File: src/rtl/win_scan_seq_if.sv
// ---------------------------------------------------------------------------
// win_scan_seq_if
// Request/result bundle between the move-commit logic (master) and the
// sequential win detector (slave).
//
// Signals
//   start            master->slave  one-cycle scan request
//   player           master->slave  player who just moved
//   location         master->slave  column of the placed piece (0 = leftmost)
//   height           master->slave  row of the placed piece (0 = bottom)
//   player_register  master->slave  owner bit per cell, index ROWS*col+row
//   onoff_register   master->slave  occupancy bit per cell, same index
//   busy             slave->master  scan in progress
//   done             slave->master  one-cycle result-valid pulse
//   win              slave->master  winning run through the origin found
//   win_dir          slave->master  0 vert, 1 horiz, 2 diag, 3 anti-diag
//   range_err        slave->master  origin was off the board
// ---------------------------------------------------------------------------
interface win_scan_seq_if #(
  parameter int COLS = 7,
  parameter int ROWS = 6
);
  localparam int CW = (COLS > 1) ? $clog2(COLS) : 1;
  localparam int RW = (ROWS > 1) ? $clog2(ROWS) : 1;
  localparam int N  = COLS * ROWS;

  logic          start;
  logic          player;
  logic [CW-1:0] location;
  logic [RW-1:0] height;
  logic [N-1:0]  player_register;
  logic [N-1:0]  onoff_register;
  logic          busy;
  logic          done;
  logic          win;
  logic [1:0]    win_dir;
  logic          range_err;

  modport master (
    output start, player, location, height, player_register, onoff_register,
    input  busy, done, win, win_dir, range_err
  );

  modport slave (
    input  start, player, location, height, player_register, onoff_register,
    output busy, done, win, win_dir, range_err
  );
endinterface

File: src/rtl/win_scan_seq.sv
// ---------------------------------------------------------------------------
// win_scan_seq
// Sequential Connect-Four win detector. On an accepted start it snapshots
// both board registers and the placed piece, then walks outward from that
// piece along the vertical, horizontal, diagonal and anti-diagonal lines,
// one cell per clock (positive ray first, then negative ray), and reports
// win / no-win plus the winning direction with a one-cycle done pulse.
//
// Parameters
//   COLS, ROWS  board size
//   WIN_LEN     run length that wins (2..max(COLS,ROWS))
//
// Ports
//   clock       rising-edge clock
//   reset       synchronous, active-high
//   bus         win_scan_seq_if.slave (request inputs, result outputs)
// ---------------------------------------------------------------------------
module win_scan_seq #(
  parameter int COLS    = 7,
  parameter int ROWS    = 6,
  parameter int WIN_LEN = 4
) (
  input  logic           clock,
  input  logic           reset,
  win_scan_seq_if.slave  bus
);

  localparam int CW = (COLS > 1) ? $clog2(COLS) : 1;
  localparam int RW = (ROWS > 1) ? $clog2(ROWS) : 1;
  localparam int N  = COLS * ROWS;
  localparam int IW = (N > 1) ? $clog2(N) : 1;
  localparam int KW = $clog2(WIN_LEN + 1);
  localparam int MW = (CW > RW) ? CW : RW;
  // Signed coordinate width: wide enough for origin +/- (WIN_LEN-1), so a
  // step past any edge shows up as out of range instead of wrapping.
  localparam int AW = ((MW > KW) ? MW : KW) + 2;

  localparam logic signed [AW-1:0] COLS_S = AW'(COLS);
  localparam logic signed [AW-1:0] ROWS_S = AW'(ROWS);
  localparam logic [IW-1:0]        ROWS_I = IW'(ROWS);
  localparam logic [KW-1:0]        WIN_K  = KW'(WIN_LEN);
  localparam logic [KW-1:0]        ONE_K  = KW'(1);

  typedef enum logic [1:0] {
    IDLE = 2'd0,
    SCAN = 2'd1,
    DONE = 2'd2
  } state_t;

  // Control state
  state_t        state_q, state_d;
  logic [1:0]    dir_q, dir_d;
  logic          neg_q, neg_d;      // 0: positive ray, 1: negative ray
  logic [KW-1:0] k_q, k_d;          // step along the current ray
  logic [KW-1:0] cnt_q, cnt_d;      // run length so far, origin included
  logic          win_q, win_d;
  logic [1:0]    win_dir_q, win_dir_d;
  logic          range_err_q, range_err_d;

  // Snapshot taken when a start is accepted
  logic                 player_q;
  logic signed [AW-1:0] col0_q, row0_q;
  logic [N-1:0]         preg_q, oreg_q;
  logic                 snap;

  // Cell under examination
  logic signed [AW-1:0] loc_in, hgt_in;
  logic signed [AW-1:0] step_s, col_s, row_s;
  logic                 in_bounds;
  logic [IW-1:0]        idx;
  logic                 cell_match;
  logic                 end_ray;

  assign loc_in = $signed(AW'(bus.location));
  assign hgt_in = $signed(AW'(bus.height));

  // Address of the cell at origin + s*k*(dc,dr)
  always_comb begin
    step_s = $signed(AW'(k_q));
    if (neg_q) begin
      step_s = -step_s;
    end
    col_s = col0_q;
    row_s = row0_q;
    case (dir_q)
      2'd0: row_s = row0_q + step_s;
      2'd1: col_s = col0_q + step_s;
      2'd2: begin
        col_s = col0_q + step_s;
        row_s = row0_q + step_s;
      end
      default: begin
        col_s = col0_q + step_s;
        row_s = row0_q - step_s;
      end
    endcase
    in_bounds = !col_s[AW-1] && (col_s < COLS_S) &&
                !row_s[AW-1] && (row_s < ROWS_S);
    // Modular IW-bit arithmetic is exact for every in-bounds cell
    idx        = IW'(col_s) * ROWS_I + IW'(row_s);
    // An empty cell never matches, whatever its owner bit says
    cell_match = in_bounds && oreg_q[idx] && (preg_q[idx] == player_q);
  end

  // Next-state and result logic
  always_comb begin
    state_d     = state_q;
    dir_d       = dir_q;
    neg_d       = neg_q;
    k_d         = k_q;
    cnt_d       = cnt_q;
    win_d       = win_q;
    win_dir_d   = win_dir_q;
    range_err_d = range_err_q;
    snap        = 1'b0;
    end_ray     = 1'b0;

    case (state_q)
      IDLE: begin
        if (bus.start) begin
          snap      = 1'b1;
          win_d     = 1'b0;
          win_dir_d = 2'd0;
          if ((loc_in >= COLS_S) || (hgt_in >= ROWS_S)) begin
            range_err_d = 1'b1;
            state_d     = DONE;
          end else begin
            range_err_d = 1'b0;
            dir_d       = 2'd0;
            neg_d       = 1'b0;
            k_d         = ONE_K;
            cnt_d       = ONE_K;
            state_d     = SCAN;
          end
        end
      end

      SCAN: begin
        if (cell_match) begin
          cnt_d = cnt_q + 1'b1;
          k_d   = k_q + 1'b1;
          if (cnt_q + 1'b1 == WIN_K) begin
            win_d     = 1'b1;
            win_dir_d = dir_q;
            state_d   = DONE;
          end else if (k_q + 1'b1 == WIN_K) begin
            end_ray = 1'b1;
          end
        end else begin
          end_ray = 1'b1;
        end

        // Positive ray hands over to the negative ray keeping the count;
        // the negative ray closes the direction and restarts the count.
        if (end_ray) begin
          if (!neg_q) begin
            neg_d = 1'b1;
            k_d   = ONE_K;
          end else if (dir_q == 2'd3) begin
            state_d = DONE;
          end else begin
            dir_d = dir_q + 2'd1;
            neg_d = 1'b0;
            k_d   = ONE_K;
            cnt_d = ONE_K;
          end
        end
      end

      DONE: state_d = IDLE;

      default: state_d = IDLE;
    endcase
  end

  always_ff @(posedge clock) begin
    if (reset) begin
      state_q     <= IDLE;
      dir_q       <= 2'd0;
      neg_q       <= 1'b0;
      k_q         <= ONE_K;
      cnt_q       <= ONE_K;
      win_q       <= 1'b0;
      win_dir_q   <= 2'd0;
      range_err_q <= 1'b0;
    end else begin
      state_q     <= state_d;
      dir_q       <= dir_d;
      neg_q       <= neg_d;
      k_q         <= k_d;
      cnt_q       <= cnt_d;
      win_q       <= win_d;
      win_dir_q   <= win_dir_d;
      range_err_q <= range_err_d;
    end
  end

  // Snapshot registers carry data only; they need no reset because nothing
  // reads them outside SCAN, which is only entered after a snapshot.
  always_ff @(posedge clock) begin
    if (snap) begin
      player_q <= bus.player;
      col0_q   <= loc_in;
      row0_q   <= hgt_in;
      preg_q   <= bus.player_register;
      oreg_q   <= bus.onoff_register;
    end
  end

  assign bus.busy      = (state_q != IDLE);
  assign bus.done      = (state_q == DONE);
  assign bus.win       = win_q;
  assign bus.win_dir   = win_dir_q;
  assign bus.range_err = range_err_q;

endmodule

File: src/flat_wrapper.sv
// flat-port wrapper written by rule: the top's interface ports become plain ports
module win_scan_seq_flat 
#(
  parameter int COLS    = 7,
  parameter int ROWS    = 6,
  parameter int WIN_LEN = 4
)
  (clock, reset, bus_start, bus_player, bus_location, bus_height, bus_player_register, bus_onoff_register, bus_busy, bus_done, bus_win, bus_win_dir, bus_range_err);
  win_scan_seq_if #(.COLS(COLS), .ROWS(ROWS)) bus_i ();
  input  logic clock;
  input  logic reset;
  input wire logic [$bits(bus_i.start)-1:0] bus_start;
  input wire logic [$bits(bus_i.player)-1:0] bus_player;
  input wire logic [$bits(bus_i.location)-1:0] bus_location;
  input wire logic [$bits(bus_i.height)-1:0] bus_height;
  input wire logic [$bits(bus_i.player_register)-1:0] bus_player_register;
  input wire logic [$bits(bus_i.onoff_register)-1:0] bus_onoff_register;
  output wire logic [$bits(bus_i.busy)-1:0] bus_busy;
  output wire logic [$bits(bus_i.done)-1:0] bus_done;
  output wire logic [$bits(bus_i.win)-1:0] bus_win;
  output wire logic [$bits(bus_i.win_dir)-1:0] bus_win_dir;
  output wire logic [$bits(bus_i.range_err)-1:0] bus_range_err;
  assign bus_i.start = bus_start;
  assign bus_i.player = bus_player;
  assign bus_i.location = bus_location;
  assign bus_i.height = bus_height;
  assign bus_i.player_register = bus_player_register;
  assign bus_i.onoff_register = bus_onoff_register;
  assign bus_busy = bus_i.busy;
  assign bus_done = bus_i.done;
  assign bus_win = bus_i.win;
  assign bus_win_dir = bus_i.win_dir;
  assign bus_range_err = bus_i.range_err;
  win_scan_seq #(.COLS(COLS), .ROWS(ROWS), .WIN_LEN(WIN_LEN)) u_core (.clock(clock), .reset(reset), .bus(bus_i));
endmodule
File: config.mk
export PLATFORM = sky130hd
export DESIGN_NAME = win_scan_seq_flat
export DESIGN_NICKNAME = d
export VERILOG_FILES = /design/src/rtl/win_scan_seq_if.sv /design/src/rtl/win_scan_seq.sv /design/src/flat_wrapper.sv
export SDC_FILE = /design/constraint.sdc
export NUM_CORES = 1
export LEC_CHECK = 0
export BUFFER_PORTS_ARGS = -buffer_cell sky130_fd_sc_hd__buf_2
export CELL_PAD_IN_SITES_DETAIL_PLACEMENT = 1
export CELL_PAD_IN_SITES_GLOBAL_PLACEMENT = 2
export CORE_MARGIN = 5
export CORE_UTILIZATION = 39
export CTS_CLUSTER_DIAMETER = 150
export DETAILED_ROUTE_END_ITERATION = 8
export GPL_TIMING_DRIVEN = 0
export PLACE_DENSITY_LB_ADDON = 0.2
export SYNTH_ARGS = -nofsm -noshare
export SYNTH_HDL_FRONTEND = slang
export SYNTH_SLANG_ARGS = --single-unit
File: constraint.sdc
create_clock -name clock -period 6.4 [get_ports clock]
set_input_delay 0.96 -clock clock [delete_from_list [all_inputs] [get_ports clock]]
set_output_delay 0.96 -clock clock [all_outputs]
set_load 0.1 [all_outputs]
# Word-level counts from Yosys, hierarchy flattened
# Cells that the tools add are included.
# totals
in_bits	94
latchBits	0
rom_bits	0
mem_count	0
output_inout_bits	6
ram_bits	0
wordCells	114
register_bits	106
# classes
n_mux	54
reduce_logical	18
n_bitwise	0
mul	1
n_addsub	8
n_lt_le_gt_ge	5
eq_ne	15
div	0
shifts	0
# op_table
cell	n
2-to-1 mux 2 bit	15
2-to-1 mux 3 bit	10
2-to-1 mux 1 bit	17
binary-select mux 1 bit (select 6 bit)	2
case mux 2 bit (2 select lines)	3
case mux 3 bit (2 select lines)	2
adder 4 x 5 -> 5 bit	2
less-than comparator 5 x 4 -> 1 bit, second input constant	2
2-to-1 mux 5 bit	2
case mux 5 bit (2 select lines)	1
!= test 2 x 1 -> 1 bit, second input constant	4
AND reduction 4 bit	2
less-than comparator 6 x 7 -> 1 bit, second input constant	1
adder 3 x 1 -> 3 bit, second input constant	2
adder 6 bit	1
== test 2 bit, second input constant	3
== test 3 bit, second input constant	2
greater-or-equal comparator 3 bit, second input constant	2
multiplier 6 x 2 -> 5 bit, second input constant	1
!= test 2 bit, second input constant	3
AND reduction 6 bit	1
logical AND 1 bit	5
negator 3 -> 5 bit	1
subtractor 4 x 5 -> 5 bit	1
other kinds (11)	16

# Depth between registers and ports, before layout
# Gate-level depths: netlist of run 1.
# logic_depth
word_depth	15
ltp_mapped	21

# Least setup slack after synthesis of run 1
# No wires, ideal clock.
# synth_timing
kind	in2reg
from	input bus_start
to	register u_core.dir_q[1]
path_buffers	0
required_time_ns	6.270
stages	7
slack_ns	0.727
arrival_time_ns	5.542
cell_sequence	nand2b_1 nor2_1 nand2_1 nand2_1 a21oi_1 o211ai_1 o211ai_1
# synth_via
elab_chain_len	2
# synth_rtl
element	line	text
from (decl)	flat_wrapper.sv:12	input wire logic [$bits(bus_i.start)-1:0] bus_start;
!= test 2 bit (no source line)	n/a	
AND reduction 6 bit (no source line)	n/a	
to (signal assigned)	win_scan_seq.sv:188	dir_q <= dir_d;
to (decl)	win_scan_seq.sv:52	logic [1:0] dir_q, dir_d;
# No other way between the ends.
# A chain may end at the register's enable or synchronous reset.

# Worst setup path after layout of run 1
# layout_timing
from	register u_core.k_q[0]
to	register u_core.k_q[1]
# layout_via
elab_chain_len	15
word_cells_on_any_way	34
# layout_rtl
element	line	text
from (decl)	win_scan_seq.sv:54	logic [KW-1:0] k_q, k_d;
from (signal assigned)	win_scan_seq.sv:190	k_q <= k_d;
negator 3 -> 5 bit	win_scan_seq.sv:81	step_s = -step_s;
2-to-1 mux 5 bit	win_scan_seq.sv:80	if (neg_q) begin
adder 4 x 5 -> 5 bit	win_scan_seq.sv:87, win_scan_seq.sv:89, win_scan_seq.sv:93	
2-to-1 mux 5 bit	n/a	
multiplier 6 x 2 -> 5 bit, or another cell as far along	win_scan_seq.sv:100	idx = IW'(col_s) * ROWS_I + IW'(row_s);
adder 6 bit / logical AND 1 bit (equally long branches)	win_scan_seq.sv:100, win_scan_seq.sv:97	
binary-select mux 1 bit (select 6 bit) / logical AND 1 bit (equally long branches)	win_scan_seq.sv:102, win_scan_seq.sv:97	
2-to-1 mux 1 bit (not written as such) / logical AND 1 bit (equally long branches)	win_scan_seq.sv:102, win_scan_seq.sv:98	
== test 1 bit / logical AND 1 bit (equally long branches)	win_scan_seq.sv:102	cell_match = in_bounds && oreg_q[idx] && (preg_q[idx] == player_q);
logical AND 1 bit	win_scan_seq.sv:102	
2-to-1 mux 3 bit	win_scan_seq.sv:139	if (cell_match) begin
2-to-1 mux 3 bit	win_scan_seq.sv:159	end else if (dir_q == 2'd3) begin
2-to-1 mux 3 bit	win_scan_seq.sv:156	if (!neg_q) begin
2-to-1 mux 3 bit *	win_scan_seq.sv:155	if (end_ray) begin
case mux 3 bit (2 select lines) *	win_scan_seq.sv:118	case (state_q)
# Every way passes the cells marked *; elsewhere a longest branch is shown, timed or not. The select of a mux whose other input is x is not followed.

==> results.md, run 1 <==
* 614 nW/um^2 — power density relative to cell area
* 5.38 — via-per-instance ratio
* u_core.k_q[0]$_SDFFE_PP1P_ — critical register-to-register path startpoint
* 350 ps — clock latency at the later pin of the worst-skew pair
* 0.165 GHz — fmax
* 80 ps — register clock-pin slew on the reported worst setup and hold paths
* 106 — number of flip-flops and latches in the synthesized netlist
* 5600 um^2 — Mapped Area
* 529 — syn_nets
* 3801 — total vias in the final route
* 6760 um^2 — Design Area, Final
* 0.542 — post-synthesis sequential area ratio
* 0 — remaining number of nets flagged by the antenna check after routing
* 18.8 um — wire length per cell after detailed routing
* 16800 um^2 — DIE AREA
* 320 ps — reg2reg setup slack
* 0 — fraction of registers with async set/reset
* 100 — I/O Pins
* sky130_fd_sc_hd__buf_2, sky130_fd_sc_hd__edfxtp_1, sky130_fd_sc_hd__nand2_1 — most frequent cells in the layout
* 0.400 — Initial Util
* yes — CTS tree
* 14000 um^2 — core area
* 78 — number of distinct library cells after synthesis
* 2 — Hold Crit Depth
* 6360 um^2 — placed inst area
* 1495 — final-layout fill cell count
* 0 — number of warnings reported in the yosys synthesis log
* 13.8 um^2 — per-instance average area after synthesis
* 2 — Max Root-Sink Buffers
* 6650 ps — Data required, critical path
* register — crit path capture type
* 0 — Max Transition Viols Final
* 0.831 — final estimated routing congestion in global placement
* 407 — instance count of the mapped netlist
* 0 — antenna diode instance count
* -280 ps — worst slack after detailed placement
* 21.3 mm — global-route wire length before repair
* 43 — FP Rows
* sky130_fd_sc_hd__clkbuf_16 — Root Driver
* 0.250 mV — maximum vdd ir drop
* 20 — logic depth of the worst register-to-register path
* 0.335 — share of final-layout standard cells stronger than drive strength 1
* 3040 um^2 — storage element area
* u_core.k_q[0]$_SDFFE_PP1P_ — timing startpoint of the critical path
* 0 — endpoints failing setup
* sky130_fd_sc_hd__buf_2 — most common cell after layout, fill and taps aside
* 898 ps — slew at the pin with the worst max-slew slack
* 2460 um^2 — multi-input logic area
* 6080 ps — final worst path period need
* completed — status
* 10 — highest fanout seen on the critical path
* 106 — CTS Sinks
* 11.1 ps — Worst Skew
* 0 — number of antenna violations at the first check in global routing
* 2.56 nW — static leakage
* 9 — number of clock buffers inserted by TritonCTS
* 644 — number of nets in the finished design
* 0.950 — Tcrit/Tclk final
* 0 — count of hold buffers inserted by post-cts repair
* 130 um — floorplan die height
* u_core.k_q[1]$_SDFFE_PP0P_ — worst reg2reg endpoint
* 98 — quantity of I/O buffers inserted on ports
* 0 — remaining global-route overflow
* 13.3 mm — Final Routed Wirelength
* 91 — number of synthesized flops with an enable pin
* 4102 — via count of the first global-routing pass
* reg2reg — classification of the worst setup path
* sky130_fd_sc_hd__edfxtp_1 — dominant register cell in the synthesized netlist
* 0.163 — all-layer global routing usage
* 39 — largest net degree at the start of global routing
* 9.96 mm — HPWL after detailed placement
* reg2reg — worst min-delay path category
* u_core.cnt_q[1]$_SDFFE_PP0P_ — Worst Hold Endpoint
* 172 — number of violations reported at the end of detailed-routing iteration 0
* 130 um — die extent in x
* 4 — First-pass DRT Iterations
* 0.400 — Max-Slew Margin vs Limit
* 6320 ps — critical path data arrival time
* u_core.cnt_q[1]$_SDFFE_PP0P_ — hold path start
* 0 — Residual DRC
* 3 — # H-tree levels
* false — setup repair after global routing missed its margin
* 0 — Final Hold Fails
* 20.8% — area growth from synthesis to layout
* 323 ps — fin worst setup slack
* 0 — number of max-cap violations
* register — startpoint type of the worst setup path
-- final cells by class --
class                   instances  area share
plain buffers                  16      0.0142
flip-flops and latches        106       0.449
clock inverters                 6      0.0142
multi-input cells             269       0.365
clock buffers                   9      0.0333
repair buffers                103      0.0818
well taps                     180      0.0333
inverters                      17     0.00944
-- state kept, by name (all words and copies together), names as in the netlist, 3 cells and up --
name and flops:
u_core.oreg_q 42, u_core.col0_q 3, u_core.cnt_q 3, u_core.preg_q 42
u_core.k_q 3, u_core.row0_q 3
-- logic make-up after synthesis --
logic type / Yosys count / share of synthesized area
AO/OA/AOI/OAI: 81 / 0.106
XOR/XNOR: 17 / 0.0340
adder cells (fa/ha/maj): 28 / 0.0679
buffers and inverters: 33 / 0.0284
flip-flops: 106 / 0.542
multiplexers: 43 / 0.125
AND/OR/NAND/NOR: 99 / 0.0972
-- power breakdown --
group	internal, mW	total, mW	switching [mW]
combinational	1.22	2.69	1.46
sequential	0.837	0.871	0.0340
clock	0.346	0.596	0.250
total	2.41	4.15	1.75
-- per-layer routing --
layer  share of wire  vias up  track usage
li1                -     1821            -
met4           0.018        0       0.0544
met3           0.040       16       0.0393
met1            0.45     1880        0.215
met2            0.49       84        0.265
met5               0        -            0
-- per-stage QoR --
step / setup TNS (ps) / total power, mW / std cells / util / hold WS (ps)
detailed placement: -1300 / 3.41 / 687 / 0.455 / 472
finish: 0 / 4.15 / 706 / 0.483 / 476
global placement: -55750 / 3.36 / 685 / 0.451 / 457
floorplan: 0 / 2.85 / 407 / - / 434
global route: 0 / 4.46 / 706 / 0.483 / 492
CTS: 0 / 4.06 / 702 / 0.479 / 483
-- worst max-delay path by stage --
stage	endpoint	slack, ps
finish	u_core.k_q[1]$_SDFFE_PP0P_	320
global route	u_core.dir_q[0]$_SDFFE_PP0P_	20
CTS	u_core.neg_q$_SDFFE_PP0P_	60
detailed placement	u_core.neg_q$_SDFFE_PP0P_	-280
global placement	u_core.dir_q[1]$_SDFFE_PP0P_	-780
floorplan	u_core.dir_q[1]$_SDFFE_PP0P_	730
-- synthesized netlist by cell type, drive strengths merged (3+ instances only) --
| master | number | share of area |
|---|---|---|
| nor2 | 16 | 0.011 |
| ha | 24 | 0.054 |
| and4 | 3 | 0.0047 |
| xor2 | 6 | 0.011 |
| xnor2 | 11 | 0.023 |
| mux2 | 9 | 0.019 |
| nor2b | 6 | 0.0067 |
| nor3 | 6 | 0.0063 |
| a21o | 4 | 0.0054 |
| o21ai | 14 | 0.013 |
| edfxtp | 91 | 0.49 |
| nor4 | 5 | 0.0056 |
| mux4 | 19 | 0.077 |
| a21oi | 16 | 0.014 |
| nand2 | 24 | 0.016 |
| inv | 16 | 0.011 |
| o31ai | 4 | 0.0063 |
| mux2i | 15 | 0.029 |
| or2 | 6 | 0.0067 |
| dfxtp | 15 | 0.054 |
| o211ai | 7 | 0.0094 |
| nand3 | 6 | 0.0054 |
| and2 | 5 | 0.0056 |
| buf | 9 | 0.012 |
| nand2b | 8 | 0.0089 |
| fa | 4 | 0.014 |
| clkbuf | 7 | 0.0047 |
-- worst max-delay path, cell delays in order, from the launching register on --
cell and delay (ps):
sky130_fd_sc_hd__dfxtp_4 420, sky130_fd_sc_hd__buf_4 200, sky130_fd_sc_hd__inv_1 60, sky130_fd_sc_hd__ha_1 330, sky130_fd_sc_hd__mux2i_1 210, sky130_fd_sc_hd__inv_1 140, sky130_fd_sc_hd__fa_1 470, sky130_fd_sc_hd__mux2_2 320
sky130_fd_sc_hd__ha_1 250, sky130_fd_sc_hd__fa_1 470, sky130_fd_sc_hd__ha_2 430, sky130_fd_sc_hd__xor2_4 270, sky130_fd_sc_hd__mux4_2 530, sky130_fd_sc_hd__o22ai_1 170, sky130_fd_sc_hd__o22a_1 190, sky130_fd_sc_hd__o21ai_2 90
sky130_fd_sc_hd__nand4b_1 210, sky130_fd_sc_hd__mux4_2 580, sky130_fd_sc_hd__buf_4 180, sky130_fd_sc_hd__mux2_1 300, sky130_fd_sc_hd__o32ai_1 140
-- repair_timing --
| item | in CTS | in global routing |
|---|---|---|
| hold endpoints to repair | 0 | 0 |
| endpoints found under the setup margin | 12 | 8 |
| setup buffers | 0 | 3 |
| pin swaps | 0 | 1 |
| cloned | 0 | 1 |
| resized for setup | 3 | 8 |
Note: power is estimated with default switching activity, not from simulation.
==> run 2, diff against run 1 <==
- ABC_AREA: not set -> 1
- CORE_ASPECT_RATIO: not set -> 0.6
- CORE_UTILIZATION: 39 -> 35
==> run 2 against run 1 <==
  * Combinational power down 23%
  * Die area up 8.9%
  * Synthesized cell count up 40%
  * Register-to-register slack better by 270 ps
  * Core utilization down 5.4 points
  * Clock skew down 0.91 ps
  * Total power down 16%
  * Sequential cell count unchanged
  * Hold slack worse by 0.55 ps
  * Largest power group unchanged
  * Highest routed layer unchanged
==> results.md, run 2 <==
* 4 — First-pass DRT Iterations
* 0 — cells resized by post-CTS repair
* 6640 ps — Data required, critical path
* u_core.oreg_q: 42 flops, u_core.preg_q: 42 flops — biggest regs
* 98 — quantity of I/O buffers inserted on ports
* completed — status
* 4658 — via count of the first global-routing pass
* sky130_fd_sc_hd__edfxtp_1, sky130_fd_sc_hd__nand2_1, sky130_fd_sc_hd__nand3_1, sky130_fd_sc_hd__dfxtp_1, sky130_fd_sc_hd__ha_1 — main area contributors after synthesis
* sky130_fd_sc_hd__dfxtp_1 — slowest CP cell
* 0.247 — share of final-layout standard cells stronger than drive strength 1
* 20.3% — area growth from synthesis to layout
* 550 ps — CP max stage delay
* 80 ps — register clock-pin slew on the reported worst setup and hold paths
* u_core.bus.win_dir[0]$_SDFFE_PP0P_ — Worst Hold Endpoint
* yes — CTS tree
* register — startpoint type of the worst setup path
* 107 um — floorplan die height
* 15400 um^2 — core area
* 6590 um^2 — Design Area, Final
* 802 — number of nets in the finished design
* 0.787 — final estimated routing congestion in global placement
* 3 — # H-tree levels
* 18300 um^2 — DIE AREA
* 0 — Max Transition Viols Final
* 0.0112 — XOR/XNOR Fraction of Synth Area
* 5480 um^2 — Mapped Area
* 5 — WP buf/inv
* 0 — Final Hold Fails
* 3030 um^2 — storage element area
* 2 — Hold Crit Depth
* false — setup repair after global routing missed its margin
* 100 — I/O Pins
* 0 — number of antenna violations at the first check in global routing
* 0 — antenna diode instance count
* 35 — FP Rows
* 600 ps — reg2reg setup slack
* 29 — logic depth of the worst register-to-register path
* 0.357 — Initial Util
* 6270 um^2 — placed inst area
* 4362 — total vias in the final route
* 0 — buffers inserted by post-CTS timing repair
* 0 — remaining global-route overflow
* 0 — count of hold buffers inserted by post-cts repair
* 0.264 mV — maximum vdd ir drop
* 0 — fraction of registers with async set/reset
* 91 — number of synthesized flops with an enable pin
* u_core.cnt_q[0]$_SDFFE_PP1P_ — worst reg2reg endpoint
* 34 — largest net degree at the start of global routing
* 872 — number of cells after detailed placement
* sky130_fd_sc_hd__edfxtp_1 — dominant register cell in the synthesized netlist
* sky130_fd_sc_hd__edfxtp_1 — cell type contributing the most total cell area after synthesis
* 0.553 — post-synthesis sequential area ratio
* 2.93 nW — static leakage
* 0.243 — post-synthesis share of cell area spent on and, or, nand and nor gates
* reg2reg — worst min-delay path category
* 17.3 um — wire length per cell after detailed routing
* 565 ps — worst slack after detailed placement
* sky130_fd_sc_hd__nand2_1 — most common cell after layout, fill and taps aside
* 3.49 mW — overall power after layout
* 529 nW/um^2 — power density relative to cell area
* 569 — instance count of the mapped netlist
* 0.0687 — area fraction in compound gates after synthesis
* sky130_fd_sc_hd__nand2_1, sky130_fd_sc_hd__edfxtp_1, sky130_fd_sc_hd__nand3_1, sky130_fd_sc_hd__inv_1, sky130_fd_sc_hd__nor2_1 — most common library cells after synthesis
* simple AND/OR/NAND/NOR gates — combinational family with the most area after synthesis
* u_core.bus.win_dir[0]$_SDFFE_PP0P_ — hold path start
* 24.9 mm — global-route wire length before repair
* 0.429 — core occupancy in the finished layout
* 597 ps — fin worst setup slack
* 106 — number of flip-flops and latches in the synthesized netlist
* 12.0 mm — HPWL after detailed placement
* 0 — endpoints failing setup
* reg2reg — classification of the worst setup path
* 15.3 mm — Final Routed Wirelength
* 202 — number of violations reported at the end of detailed-routing iteration 0
* 2160 um^2 — multi-input logic area
* 4.91 — via-per-instance ratio
* 1810 — final-layout fill cell count
* 5800 ps — final worst path period need
* 0.499 — top cell type's share of synthesized area
* 475 ps — Hold Worst Slack
* 0.0694 — share of synthesized cell area in full adder, half adder and majority cells
* 172 um — die extent in x
* 6040 ps — critical path data arrival time
* 913 ps — slew at the pin with the worst max-slew slack
* sky130_fd_sc_hd__nand2_1, sky130_fd_sc_hd__buf_2, sky130_fd_sc_hd__edfxtp_1 — most frequent cells in the layout
* sky130_fd_sc_hd__clkbuf_16 — Root Driver
* 0 — remaining number of nets flagged by the antenna check after routing
* simple AND/OR/NAND/NOR gates — top cell family by delay on the critical path
* sky130_fd_sc_hd__nand2_1 — top-count cell post-synth
* 10.2 ps — Worst Skew
* 106 — CTS Sinks
* u_core.k_q[0]$_SDFFE_PP1P_ — critical register-to-register path startpoint
* 0 — Residual DRC
* 888 — Non-Filler Instances
* 0 — number of warnings reported in the yosys synthesis log
* 0.907 — Tcrit/Tclk final
* 0.390 — Max-Slew Margin vs Limit
* 9 — number of clock buffers inserted by TritonCTS
* 40 — number of distinct library cells after synthesis
* 0 ps — final sum of negative setup slack
* 350 ps — clock latency at the later pin of the worst-skew pair
* sky130_fd_sc_hd__nand2_1 — cell type with the highest occurrence count on the critical path
* 9.63 um^2 — per-instance average area after synthesis
* 0 — share of synthesized area spent on multiplexers
* 0.173 — all-layer global routing usage
* 691 — syn_nets
* 0 — number of max-cap violations
* 0.172 GHz — fmax
* register — crit path capture type
* 2 — Max Root-Sink Buffers
* 10 — highest fanout seen on the critical path
## run 2: where the power goes
group          leakage [nW]  internal [mW]  total, mW  switching (mW)
clock                 0.153          0.284      0.582           0.298
sequential            0.995          0.817      0.841          0.0243
combinational          1.78          0.656       2.07            1.41
## run 2: layout make-up
cell class	instances	area share
Sequential cell	106	0.460
Multi-Input combinational cell	388	0.327
Timing Repair Buffer	100	0.0805
Tap cell	203	0.0385
Inverter	62	0.0353
Clock buffer	9	0.0342
Clock inverter	7	0.0142
Buffer	13	0.0101
## run 2: logic make-up after synthesis
kind of cell	count (synthesis)
AND/OR/NAND/NOR	292
flip-flops	106
buffers and inverters	75
AO/OA/AOI/OAI	61
adder cells (fa/ha/maj)	28
XOR/XNOR	7
## run 2: per-layer routing
layer  part of all wire  track usage
met1               0.52        0.264
met5                  0            0
met3              0.052       0.0365
met2               0.42        0.255
met4             0.0054       0.0311
## run 2: worst max-delay path by stage
stage                                        start                                 to  cells after the start
detailed placement      u_core.k_q[0]$_SDFFE_PP1P_       u_core.cnt_q[0]$_SDFFE_PP1P_                     30
finish                  u_core.k_q[0]$_SDFFE_PP1P_       u_core.cnt_q[0]$_SDFFE_PP1P_                     29
global route            u_core.k_q[0]$_SDFFE_PP1P_       u_core.cnt_q[0]$_SDFFE_PP1P_                     30
CTS                     u_core.k_q[0]$_SDFFE_PP1P_       u_core.cnt_q[0]$_SDFFE_PP1P_                     30
floorplan           u_core.state_q[0]$_SDFFE_PP0P_  u_core.bus.range_err$_SDFFE_PP0P_                      5
global placement                         bus_start  u_core.bus.range_err$_SDFFE_PP0P_                      5
## run 2: worst min-delay path, delay by kind of cell (launching register included)
| family | cells | cell delay, ps |
|---|---|---|
| AOI/OAI and AO/OA | 1 | 50 |
| DFF | 1 | 320 |
| and+or+nand+nor | 1 | 60 |
==> run 3, diff against run 2 <==
--- a/config.mk
+++ b/config.mk
@@ -17,4 +17,5 @@
 export GPL_TIMING_DRIVEN = 0
 export PLACE_DENSITY_LB_ADDON = 0.2
+export RECOVER_POWER = 50
 export SYNTH_ARGS = -nofsm -noshare
 export SYNTH_HDL_FRONTEND = slang
==> constraint.sdc (replaced) <==
create_clock -name clock -period 6.4 [get_ports clock]
set_input_delay 0.96 -clock clock [delete_from_list [all_inputs] [get_ports clock]]
set_output_delay 0.96 -clock clock [all_outputs]
set_load 0.02 [all_outputs]
==> run 3 against run 2 <==
  * The flow now finishes with violations (max-capacitance violations, max-slew violations)
  * Clock power barely moved
  * Clock-buffer cell count did not move
  * Global-route usage did not move
  * First-iteration DRC count rose by 28%
  * Register-to-register slack got worse by 30 ps
  * Sequential power barely moved
  * Core utilization fell by 0.17 points
  * Clock skew barely moved
  * Largest power group unchanged
  * Highest routed layer unchanged
==> results.md, run 3 (synthesis results as in run 2) <==
* 19.8% — area growth from synthesis to layout
* 34 — largest net degree at the start of global routing
* 0 — number of antenna violations at the first check in global routing
* u_core.cnt_q[0]$_SDFFE_PP1P_ — worst reg2reg endpoint
* 0 ps — final sum of negative setup slack
* register — crit path capture type
* 10 — highest fanout seen on the critical path
* 888 — Non-Filler Instances
* sky130_fd_sc_hd__dfxtp_1 — slowest CP cell
* sky130_fd_sc_hd__clkbuf_16 — Root Driver
* 1 — number of max-cap violations
* 10.3 ps — Worst Skew
* 565 ps — worst slack after detailed placement
* 2.88 nW — static leakage
* 6 — First-pass DRT Iterations
* 6570 um^2 — Design Area, Final
* 0 — endpoints failing setup
* finished with violations — status
* 529 nW/um^2 — power density relative to cell area
* 0 — antenna diode instance count
* 0.911 — Tcrit/Tclk final
* register — startpoint type of the worst setup path
* 100 — I/O Pins
* 106 — CTS Sinks
* yes — CTS tree
* 4658 — via count of the first global-routing pass
* 3 — # H-tree levels
* 6270 um^2 — placed inst area
* 5830 ps — final worst path period need
* 0.265 mV — maximum vdd ir drop
* 30 — Max Transition Viols Final
* u_core.k_q[0]$_SDFFE_PP1P_ — timing startpoint of the critical path
* 2150 um^2 — multi-input logic area
* 872 — number of cells after detailed placement
* 0.787 — final estimated routing congestion in global placement
* reg2reg — worst min-delay path category
* u_core.oreg_q: 42 flops, u_core.preg_q: 42 flops — biggest regs
* max-capacitance violations, max-slew violations — violated checks
* 0.173 — all-layer global routing usage
* 6640 ps — Data required, critical path
* 0 — buffers inserted by post-CTS timing repair
* 6080 ps — critical path data arrival time
* 0.427 — core occupancy in the finished layout
* -0.731 — Max-Slew Margin vs Limit
* 0 — count of hold buffers inserted by post-cts repair
* 560 ps — CP max stage delay
* u_core.k_q[0]$_SDFFE_PP1P_ — critical register-to-register path startpoint
* 12.0 mm — HPWL after detailed placement
* 0 — Residual DRC
* 35 — FP Rows
* 0.223 — share of final-layout standard cells stronger than drive strength 1
* 569 ps — fin worst setup slack
* 4.91 — via-per-instance ratio
* 98 — quantity of I/O buffers inserted on ports
* 0.357 — Initial Util
* 0 — remaining global-route overflow
* 172 um — die extent in x
* 2590 ps — slew at the pin with the worst max-slew slack
* sky130_fd_sc_hd__nand2_1 — most common cell after layout, fill and taps aside
* 802 — number of nets in the finished design
* false — setup repair after global routing missed its margin
* 9 — number of clock buffers inserted by TritonCTS
* sky130_fd_sc_hd__nand2_1 — cell type with the highest occurrence count on the critical path
* 360 ps — clock latency at the later pin of the worst-skew pair
* 3.47 mW — overall power after layout
* 24.9 mm — global-route wire length before repair
* 1815 — final-layout fill cell count
* 80 ps — register clock-pin slew on the reported worst setup and hold paths
* 17.2 um — wire length per cell after detailed routing
* 0 — remaining number of nets flagged by the antenna check after routing
* 18300 um^2 — DIE AREA
* 0 — cells resized by post-CTS repair
* u_core.cnt_q[0]$_SDFFE_PP1P_ — Setup crit end
* 4358 — total vias in the final route
* 107 um — floorplan die height
* 15.3 mm — Final Routed Wirelength
* 15400 um^2 — core area
* sky130_fd_sc_hd__nand2_1, sky130_fd_sc_hd__edfxtp_1, sky130_fd_sc_hd__buf_2 — most frequent cells in the layout
* 3030 um^2 — storage element area
* 29 — logic depth of the worst register-to-register path
* 477 ps — Hold Worst Slack
* 259 — number of violations reported at the end of detailed-routing iteration 0
* 0.171 GHz — fmax
* 570 ps — reg2reg setup slack
* reg2reg — classification of the worst setup path
* 0 — Final Hold Fails
* 2 — Max Root-Sink Buffers
run 3: changes by cell type in the layout (fill, tap and decap cells not counted), sizes merged:
cell / delta
clkbuf: +15
buf: -15
run 3: layout make-up:
class / count / area share
clock inverters: 7 / 0.0143
well taps: 203 / 0.0387
inverters: 62 / 0.0354
flip-flops and latches: 106 / 0.462
clock buffers: 9 / 0.0343
multi-input cells: 388 / 0.327
plain buffers: 13 / 0.0101
repair buffers: 100 / 0.0779
run 3: worst min-delay path by stage:
| stage | from | to | slack, ps | cells past startpoint |
|---|---|---|---|---|
| 2_1_floorplan | u_core.cnt_q[2]$_SDFFE_PP0P_ | u_core.cnt_q[2]$_SDFFE_PP0P_ | 460 | 2 |
| 3_3_place_gp | u_core.bus.win_dir[0]$_SDFFE_PP0P_ | u_core.bus.win_dir[0]$_SDFFE_PP0P_ | 450 | 2 |
| 3_5_place_dp | u_core.bus.win_dir[0]$_SDFFE_PP0P_ | u_core.bus.win_dir[0]$_SDFFE_PP0P_ | 460 | 2 |
| 4_1_cts | u_core.bus.win_dir[0]$_SDFFE_PP0P_ | u_core.bus.win_dir[0]$_SDFFE_PP0P_ | 480 | 2 |
| 5_1_grt | u_core.bus.win_dir[0]$_SDFFE_PP0P_ | u_core.bus.win_dir[0]$_SDFFE_PP0P_ | 500 | 2 |
| 6_report | u_core.bus.win_dir[0]$_SDFFE_PP0P_ | u_core.bus.win_dir[0]$_SDFFE_PP0P_ | 480 | 2 |
run 3: routing by layer:
layer | wire (um) | vias up | share of wire | GRT usage
met5 | 0 | - | 0 | 0
met4 | 104 | 0 | 0.0068 | 0.0311
met3 | 785 | 10 | 0.051 | 0.0365
met2 | 6460 | 88 | 0.42 | 0.255
met1 | 7950 | 2121 | 0.52 | 0.264
li1 | - | 2139 | - | -
run 3: report_power, final:
part           leakage (nW)  internal [mW]  switching, mW
sequential            0.995          0.818         0.0243
combinational          1.73          0.654           1.40
clock                 0.153          0.284          0.296
run 3: critical path: cells and delay by family (launching register included):
family / cells / cell delay [ps]
buf+inv: 5 / 670
flops: 1 / 560
compound gates: 3 / 660
fa+ha+maj: 5 / 1760
simple gates: 16 / 2050
